**src/rtl/reg_file_if.sv**
```systemverilog
// reg_file_if: decoder/ROB side bus of the rename-tagged architectural register file.
interface reg_file_if #(
    parameter int DATA_W    = 32,
    parameter int REG_POS_W = 5,
    parameter int ROB_POS_W = 4
);
    logic                 rdy;
    logic                 rollback;
    logic                 issue;
    logic [REG_POS_W-1:0] issue_rd;
    logic [ROB_POS_W-1:0] issue_rob_pos;
    logic                 reg_write;
    logic [REG_POS_W-1:0] reg_rd;
    logic [DATA_W-1:0]    reg_val;
    logic [ROB_POS_W-1:0] commit_rob_pos;
    logic [REG_POS_W-1:0] rs1;
    logic [REG_POS_W-1:0] rs2;
    logic [DATA_W-1:0]    rs1_val;
    logic [DATA_W-1:0]    rs2_val;
    logic                 rs1_has_dep;
    logic                 rs2_has_dep;
    logic [ROB_POS_W-1:0] rs1_rob_pos;
    logic [ROB_POS_W-1:0] rs2_rob_pos;

    modport master (
        output rdy, rollback, issue, issue_rd, issue_rob_pos,
               reg_write, reg_rd, reg_val, commit_rob_pos, rs1, rs2,
        input  rs1_val, rs2_val, rs1_has_dep, rs2_has_dep, rs1_rob_pos, rs2_rob_pos
    );
    modport slave (
        input  rdy, rollback, issue, issue_rd, issue_rob_pos,
               reg_write, reg_rd, reg_val, commit_rob_pos, rs1, rs2,
        output rs1_val, rs2_val, rs1_has_dep, rs2_has_dep, rs1_rob_pos, rs2_rob_pos
    );
endinterface

```
**src/rtl/reg_file.sv**
```systemverilog
// reg_file: architectural registers with per-register busy/ROB-tag rename state,
// commit bypass on operand queries and rollback flush of all pending renames.
module reg_file #(
    parameter int DATA_W    = 32,
    parameter int REG_POS_W = 5,
    parameter int ROB_POS_W = 4
) (
    input logic       clk,
    input logic       rst,
    reg_file_if.slave bus
);
    localparam int NREG = 2 ** REG_POS_W;
    localparam int Q_W  = 1 + ROB_POS_W + DATA_W;

    logic [DATA_W-1:0]    vals [NREG];
    logic [ROB_POS_W-1:0] tags [NREG];
    logic [NREG-1:0]      busy;

    logic wr_en, wr_clears, iss_en;

    assign wr_en     = bus.rdy && bus.reg_write && bus.reg_rd != '0;
    assign wr_clears = busy[bus.reg_rd] && tags[bus.reg_rd] == bus.commit_rob_pos;
    assign iss_en    = bus.rdy && !bus.rollback && bus.issue && bus.issue_rd != '0;

    always_ff @(posedge clk) begin
        if (rst) begin
            for (int i = 0; i < NREG; i++) begin
                vals[i] <= '0;
                tags[i] <= '0;
            end
            busy <= '0;
        end else if (bus.rdy) begin
            if (wr_en) begin
                vals[bus.reg_rd] <= bus.reg_val;
                if (wr_clears)
                    busy[bus.reg_rd] <= 1'b0;
            end
            // later assignments win: a same-register issue keeps the entry busy under the new tag
            if (bus.rollback)
                busy <= '0;
            else if (iss_en) begin
                busy[bus.issue_rd] <= 1'b1;
                tags[bus.issue_rd] <= bus.issue_rob_pos;
            end
        end
    end

    function automatic logic [Q_W-1:0] query(input logic [REG_POS_W-1:0] rs);
        logic byp;
        byp = bus.reg_write && bus.reg_rd == rs && busy[rs] && tags[rs] == bus.commit_rob_pos;
        return rs == '0 ? '0 :
               byp      ? {1'b0, tags[rs], bus.reg_val} :
                          {busy[rs], tags[rs], vals[rs]};
    endfunction

    assign {bus.rs1_has_dep, bus.rs1_rob_pos, bus.rs1_val} = query(bus.rs1);
    assign {bus.rs2_has_dep, bus.rs2_rob_pos, bus.rs2_val} = query(bus.rs2);
endmodule

```
**src/flat_wrapper.sv**
```systemverilog
// flat-port wrapper written by rule: the top's interface ports become plain ports
module reg_file_flat 
#(
    parameter int DATA_W    = 32,
    parameter int REG_POS_W = 5,
    parameter int ROB_POS_W = 4
)
  (clk, rst, bus_rdy, bus_rollback, bus_issue, bus_issue_rd, bus_issue_rob_pos, bus_reg_write, bus_reg_rd, bus_reg_val, bus_commit_rob_pos, bus_rs1, bus_rs2, bus_rs1_val, bus_rs2_val, bus_rs1_has_dep, bus_rs2_has_dep, bus_rs1_rob_pos, bus_rs2_rob_pos);
  reg_file_if #(.DATA_W(DATA_W), .REG_POS_W(REG_POS_W), .ROB_POS_W(ROB_POS_W)) bus_i ();
  input logic clk;
  input logic rst;
  input wire logic [$bits(bus_i.rdy)-1:0] bus_rdy;
  input wire logic [$bits(bus_i.rollback)-1:0] bus_rollback;
  input wire logic [$bits(bus_i.issue)-1:0] bus_issue;
  input wire logic [$bits(bus_i.issue_rd)-1:0] bus_issue_rd;
  input wire logic [$bits(bus_i.issue_rob_pos)-1:0] bus_issue_rob_pos;
  input wire logic [$bits(bus_i.reg_write)-1:0] bus_reg_write;
  input wire logic [$bits(bus_i.reg_rd)-1:0] bus_reg_rd;
  input wire logic [$bits(bus_i.reg_val)-1:0] bus_reg_val;
  input wire logic [$bits(bus_i.commit_rob_pos)-1:0] bus_commit_rob_pos;
  input wire logic [$bits(bus_i.rs1)-1:0] bus_rs1;
  input wire logic [$bits(bus_i.rs2)-1:0] bus_rs2;
  output wire logic [$bits(bus_i.rs1_val)-1:0] bus_rs1_val;
  output wire logic [$bits(bus_i.rs2_val)-1:0] bus_rs2_val;
  output wire logic [$bits(bus_i.rs1_has_dep)-1:0] bus_rs1_has_dep;
  output wire logic [$bits(bus_i.rs2_has_dep)-1:0] bus_rs2_has_dep;
  output wire logic [$bits(bus_i.rs1_rob_pos)-1:0] bus_rs1_rob_pos;
  output wire logic [$bits(bus_i.rs2_rob_pos)-1:0] bus_rs2_rob_pos;
  assign bus_i.rdy = bus_rdy;
  assign bus_i.rollback = bus_rollback;
  assign bus_i.issue = bus_issue;
  assign bus_i.issue_rd = bus_issue_rd;
  assign bus_i.issue_rob_pos = bus_issue_rob_pos;
  assign bus_i.reg_write = bus_reg_write;
  assign bus_i.reg_rd = bus_reg_rd;
  assign bus_i.reg_val = bus_reg_val;
  assign bus_i.commit_rob_pos = bus_commit_rob_pos;
  assign bus_i.rs1 = bus_rs1;
  assign bus_i.rs2 = bus_rs2;
  assign bus_rs1_val = bus_i.rs1_val;
  assign bus_rs2_val = bus_i.rs2_val;
  assign bus_rs1_has_dep = bus_i.rs1_has_dep;
  assign bus_rs2_has_dep = bus_i.rs2_has_dep;
  assign bus_rs1_rob_pos = bus_i.rs1_rob_pos;
  assign bus_rs2_rob_pos = bus_i.rs2_rob_pos;
  reg_file #(.DATA_W(DATA_W), .REG_POS_W(REG_POS_W), .ROB_POS_W(ROB_POS_W)) u_core (.clk(clk), .rst(rst), .bus(bus_i));
endmodule
```
**config.mk**
```make
export PLATFORM = sky130hd
export DESIGN_NAME = reg_file_flat
export DESIGN_NICKNAME = d
export VERILOG_FILES = /design/src/rtl/reg_file_if.sv /design/src/rtl/reg_file.sv /design/src/flat_wrapper.sv
export SDC_FILE = /design/constraint.sdc
export NUM_CORES = 2
export LEC_CHECK = 0
export CAP_MARGIN = 20
export CORE_MARGIN = 2
export CORE_UTILIZATION = 25
export DETAILED_ROUTE_END_ITERATION = 10
export GPL_ROUTABILITY_DRIVEN = 0
export SYNTH_ARGS = -nofsm -noshare
export SYNTH_HDL_FRONTEND = slang
export SYNTH_SLANG_ARGS = --single-unit
```
**constraint.sdc**
```tcl
create_clock -name clk -period 13.1 [get_ports clk]
set_input_delay 1.31 -clock clk [delete_from_list [all_inputs] [get_ports clk]]
set_output_delay 1.31 -clock clk [all_outputs]
set_load 0.01 [all_outputs]
```
; Word level (Yosys, flattened, before mapping)
; Memory sizes are Yosys's and may differ from the RTL's.
; Index checks and enable logic that the tools add are counted.
[op_classes]
order_cmp = 6
n_mux = 37
n_reduce_logical = 21
n_eq_ne = 5
n_bitwise = 3
[ops]
columns = cell, n
row1 = two-way mux 32 bit, 7
row2 = two-way mux 37 bit, 4
row3 = AND 32 bit, 1
row4 = NOT 32 bit, 1
row5 = OR 32 bit, 1
row6 = OR reduction 32 bit, 1
row7 = < comparator 5 x 6 -> 1 bit (second input constant), 4
row8 = two-way mux 1 bit, 18
row9 = binary-select mux 1 bit (select 5 bit), 3
row10 = logical AND 1 bit, 14
row11 = equality test 4 bit, 3
row12 = demux 1 bit (select 5 bit), 2
row13 = equality test 5 bit, 2
row14 = >= comparator 5 x 1 -> 1 bit (second input constant), 2
row15 = zero test 5 bit, 2
row16 = two-way mux 5 bit, 2
row17 = nonzero test 5 bit, 2
row18 = two-way mux 4 bit, 1
row19 = OR reduction 4 bit, 1
row20 = zero test 1 bit, 1
[word_totals]
input_bits = 66
register_bits = 32
ram_bits = 1152
memories = 2
word_cells = 75
[mem_list]
columns = name, depth, word_bits, rd, rd_ports_with_merged_regs, wr, line
row1 = u_core.vals, 32, 32, 2, 0, 32, reg_file.sv:15  ; logic [DATA_W-1:0] vals [NREG];
row2 = u_core.tags, 32, 4, 3, 0, 32, reg_file.sv:16  ; logic [ROB_POS_W-1:0] tags [NREG];

; Depth between registers and ports, before layout
[logic_depth]
depth_word = 13
mapped_depth = 15
mapped_depth_nobuf = 8

; Worst setup path after synthesis
; No wires, ideal clock.
[synth_timing]
path_type = in2out
startpoint = input port bus_rs2[0]
endpoint = output port bus_rs2_val[10]
path_slack_ns = 7.607
stages = 11
arrival_time_ns = 4.183
cell_sequence = buf_2 buf_6 buf_6 buf_6 buf_6 clkbuf_1 buf_1 mux4_2 mux4_2 mux2i_1 a21oi_1
[synth_via]
elab_chain_cells = 6
word_cells_on_any_way = 12
cone_classes = eq/ne (2) / mux (4) / reduce/logical (4) / memory (2)
[synth_lines]
columns = item, line
row1 = "start, declared", flat_wrapper.sv:22  ; input wire logic [$bits(bus_i.rs2)-1:0] bus_rs2;
row2 = branches (longest 5 deep; another with memory read (32 x 4 bit)), --
row3 = two-way mux 37 bit (*), reg_file.sv:51  ; return rs == '0 ? '0 :
row4 = "end, declared", flat_wrapper.sv:24  ; output wire logic [$bits(bus_i.rs2_val)-1:0] bus_rs2_val;
; Mark *: on every way between the ends. The select of a mux whose other input is x is not followed.

; Worst setup path after layout
[layout_timing]
startpoint = input port bus_rs1[1]
endpoint = output port bus_rs1_val[28]
[layout_via]
elab_chain_cells = 6
word_cells_on_any_way = 12
cone_classes = eq/ne (2) / mux (4) / reduce/logical (4) / memory (2)
[layout_lines]
columns = item, line
row1 = "start, declared", flat_wrapper.sv:21  ; input wire logic [$bits(bus_i.rs1)-1:0] bus_rs1;
row2 = branches (longest 5 deep; another with memory read (32 x 4 bit)), --
row3 = two-way mux 37 bit (*), reg_file.sv:51
row4 = "end, declared", flat_wrapper.sv:23  ; output wire logic [$bits(bus_i.rs1_val)-1:0] bus_rs1_val;
; Marks and branches as above.

==> run metrics <==
total setup violations reported at the end of the flow 0; Inst Count DP 7,623; hold_buf cts 0; yosys warns 0; Crit Path Class input port to output port; met3 GRT Util 5.09%; routed wire length per instance 31.1 µm; Tightest Pin Transition 1260 ps; post-CTS setup buffer count 0; post-detailed-route count of antenna-violating nets 0; number of port buffers 139; source of the worst register-to-register timing path u_core.tags[24][3]; post-detailed-route via-to-cell ratio 5.44; tightest slew margin relative to the limit 15.4%; EDFF count, synth 1,152; type of element launching the critical path input port; most frequent cells in the layout sky130_fd_sc_hd__edfxtp_1 (1,152), sky130_fd_sc_hd__and2_1 (1,117), sky130_fd_sc_hd__mux4_2 (733), sky130_fd_sc_hd__buf_4 (134), sky130_fd_sc_hd__mux2i_1 (131); final cycle utilization of the critical path 68.9%; cell depth of the worst flop-to-flop path 8; overall overflow remaining after global route 0; via count of the first global-routing pass 42,300; area growth from synthesis to layout 15.4%; maximum clock path buffer count 3; met1 Resource Use GR 24.5%; Reg2Reg Setup Slack 9720 ps; launching element of the worst setup path bus_rs1[1]; summed instance area of the synthesized netlist 65,800 µm²; later-pin clock latency in the skew report 790 ps; number of placed I/O pins 140; leakage component of the power 24.9 nW; Fin Clk Skew 57.2 ps; capture point of the worst reg-to-reg path u_core.busy[15]; htree depth 3; Site Rows 188; most used flip-flop cell after synthesis sky130_fd_sc_hd__edfxtp_1; DPL Wire Length 142 mm; Fmax 111 MHz; worst stage delay on the critical path 1170 ps; fraction of final layout cells sized beyond drive strength 1 27.3%; DRC Markers 0; number of DRC markers after the initial detailed-route iteration 7,226; P per Cell Area 124 nW/µm²; setup repair after global routing missed its margin false; Critical Path End Type output port; total number of vias 42,800; Layout fillers 26,000; number of cells produced by synthesis 4,255; Multi-input gate area 29,300 µm²; worst setup path end bus_rs1_val[28]; antenna violations before repair 36; worst voltage drop across the vdd grid 0.000124 V; Post-Syn Area per Cell 15.5 µm²; status finished, final reports clean; CTS-repair resized insts 0; Cells on Worst Hold Path 2; height of the die 517 µm; final sum of negative setup slack 0 ps; async set or reset register ratio after synthesis 0%; register area share after synthesis 53.6%; logic depth of the worst path, buffers included 10; synthesized flop and latch total 1,184; Die X 517 µm; Crit path arrival time 7720 ps; non-filler instance count after layout 7,871; GR Util met2 27.2%; area occupied by registers 35,200 µm²; master cell of the clock root buffer sky130_fd_sc_hd__clkbuf_16; CTS Sinks 1,184; number of nets at the end of the flow 4,307; TritonCTS buffer count 119; Critical path buffers and inverters 3; max capacitance violation total 0; pin count of the biggest net entering global routing 116; commonest non-fill, non-tap cell in the layout sky130_fd_sc_hd__edfxtp_1; GRT Max-Usage Layer met2; clock-pin transition on the worst setup and hold timing paths 70 ps; worst-path maximum fanout 81; time the worst path needs with I/O delays and setup 9030 ps; GRT Overall Usage 17.9%; first-pass GRT wire length 335 mm; series of cell instances along the critical path buf_8 > buf_4 > mux4_2 > mux4_2 > mux2_2 > nand4_1 > or3_2 > or3_2 > a211oi_1 > clkdlybuf4s50_1; area of the die 267,000 µm²; number of pins with negative max-slew slack in the final report 0; final-report hold violation count 0; Core ar. 262,000 µm²; wire length reported by the detailed router 245 mm; slowest cell on the critical path sky130_fd_sc_hd__a211oi_1; Worst EP required 11,790 ps; post-synth cell types 61; initial cell density of the core 25.1%; CTS tree yes; hold crit path type flip-flop to flip-flop; min setup slack post-route 4070 ps; minimum setup slack after placement 4350 ps; gate family responsible for the most delay along the worst path buffers and inverters; number of detailed-route iterations in the first pass 6
==> stage by stage <==
stage                     hold slack [ps]  cell area (µm²)  utilization, %  total power, mW
after floorplan                       458            65900               -             5.27
after global placement                483            71400            27.3             5.83
after detailed placement              488            71600            27.3             5.86
after CTS                             497            75600            28.8             9.39
after global routing                  529            75900            29.0             9.60
final                                 505            75900            29.0             9.39
==> synthesized netlist by cell type, types with 4 or more instances <==
library cell | number | area (µm²)
sky130_fd_sc_hd__edfxtp_1 | 1152 | 34600
sky130_fd_sc_hd__and2_1 | 1117 | 6990
sky130_fd_sc_hd__mux4_2 | 733 | 16500
sky130_fd_sc_hd__clkbuf_1 | 353 | 1330
sky130_fd_sc_hd__mux2i_1 | 131 | 1310
sky130_fd_sc_hd__nor2_1 | 86 | 323
sky130_fd_sc_hd__a21oi_1 | 70 | 350
sky130_fd_sc_hd__buf_2 | 55 | 275
sky130_fd_sc_hd__nand2_1 | 51 | 191
sky130_fd_sc_hd__buf_1 | 42 | 158
sky130_fd_sc_hd__nor4_1 | 39 | 244
sky130_fd_sc_hd__o21bai_1 | 38 | 285
sky130_fd_sc_hd__nor3_1 | 34 | 170
sky130_fd_sc_hd__a211oi_1 | 33 | 248
sky130_fd_sc_hd__o31ai_1 | 33 | 248
sky130_fd_sc_hd__dfxtp_1 | 32 | 641
sky130_fd_sc_hd__o22ai_1 | 21 | 131
sky130_fd_sc_hd__mux2_2 | 18 | 203
sky130_fd_sc_hd__a21o_1 | 17 | 128
sky130_fd_sc_hd__nand3_1 | 16 | 80.1
sky130_fd_sc_hd__nand2b_1 | 14 | 87.6
sky130_fd_sc_hd__o21ai_0 | 12 | 60.1
sky130_fd_sc_hd__and3_1 | 11 | 68.8
sky130_fd_sc_hd__buf_6 | 11 | 124
sky130_fd_sc_hd__or2_2 | 11 | 68.8
sky130_fd_sc_hd__xnor2_1 | 10 | 87.6
sky130_fd_sc_hd__xor2_1 | 10 | 87.6
sky130_fd_sc_hd__nand3b_1 | 9 | 67.6
sky130_fd_sc_hd__nor2b_1 | 8 | 50.1
sky130_fd_sc_hd__a31oi_1 | 7 | 43.8
sky130_fd_sc_hd__a22oi_1 | 6 | 45.0
sky130_fd_sc_hd__inv_1 | 6 | 22.5
sky130_fd_sc_hd__nor3b_1 | 6 | 45.0
sky130_fd_sc_hd__and3b_1 | 5 | 43.8
sky130_fd_sc_hd__nand4_1 | 5 | 31.3
sky130_fd_sc_hd__o211ai_1 | 5 | 37.5
sky130_fd_sc_hd__or3_1 | 5 | 31.3
sky130_fd_sc_hd__a222oi_1 | 4 | 40.0
sky130_fd_sc_hd__or4_1 | 4 | 30.0
==> tightest hold or removal path: cells and delay by family, from the launching register on <==
kind | cells | cell delay, ps
flip-flops | 1 | 340
AND/OR/NAND/NOR | 1 | 60
AO/OA/AOI/OAI | 1 | 60
==> sequential cells by signal, summed over array words and instances, names as in the netlist <==
signal       flops
u_core.vals   1024
u_core.tags    128
u_core.busy     32
==> per-layer routing <==
| metal | wire length, µm | vias to the layer above |
|---|---|---|
| met5 | 60 | - |
| met4 | 9220 | 10 |
| met3 | 31900 | 466 |
| met2 | 110000 | 3190 |
| met1 | 93700 | 22600 |
| li1 | - | 16600 |
==> cells by family after synthesis <==
| group | share of synthesized area (%) |
|---|---|
| muxes | 27.4 |
| AOI/OAI and AO/OA | 2.72 |
| xor gates and xnor gates | 0.266 |
| and+or+nand+nor | 13.1 |
| other | 0.00570 |
| DFF | 53.6 |
| buffers and inverters | 2.93 |
==> power breakdown <==
group	switching [mW]	leakage, nW	internal [mW]
registers	0.108	11.2	4.35
logic	0.752	11.7	0.590
clock network	1.60	1.95	1.99
==> final cells by class <==
class	instances	area share, %
sequential	1184	46.4
antenna	11	0.0363
inverter	8	0.0478
multi-input combinational	2635	38.6
tap	3515	5.80
clock buffer	136	4.01
clock inverter	89	1.26
timing repair buffer	293	3.84
==> worst min-delay path by stage <==
stage                    start              end  slack (ps)
4_1_cts        u_core.busy[11]  u_core.busy[11]         500
5_1_grt        u_core.busy[11]  u_core.busy[11]         530
3_3_place_gp    u_core.busy[0]   u_core.busy[0]         480
2_1_floorplan  u_core.busy[11]  u_core.busy[11]         460
6_report       u_core.busy[11]  u_core.busy[11]         500
3_5_place_dp   u_core.busy[11]  u_core.busy[11]         490
Note: power is estimated with default switching activity, not from simulation.
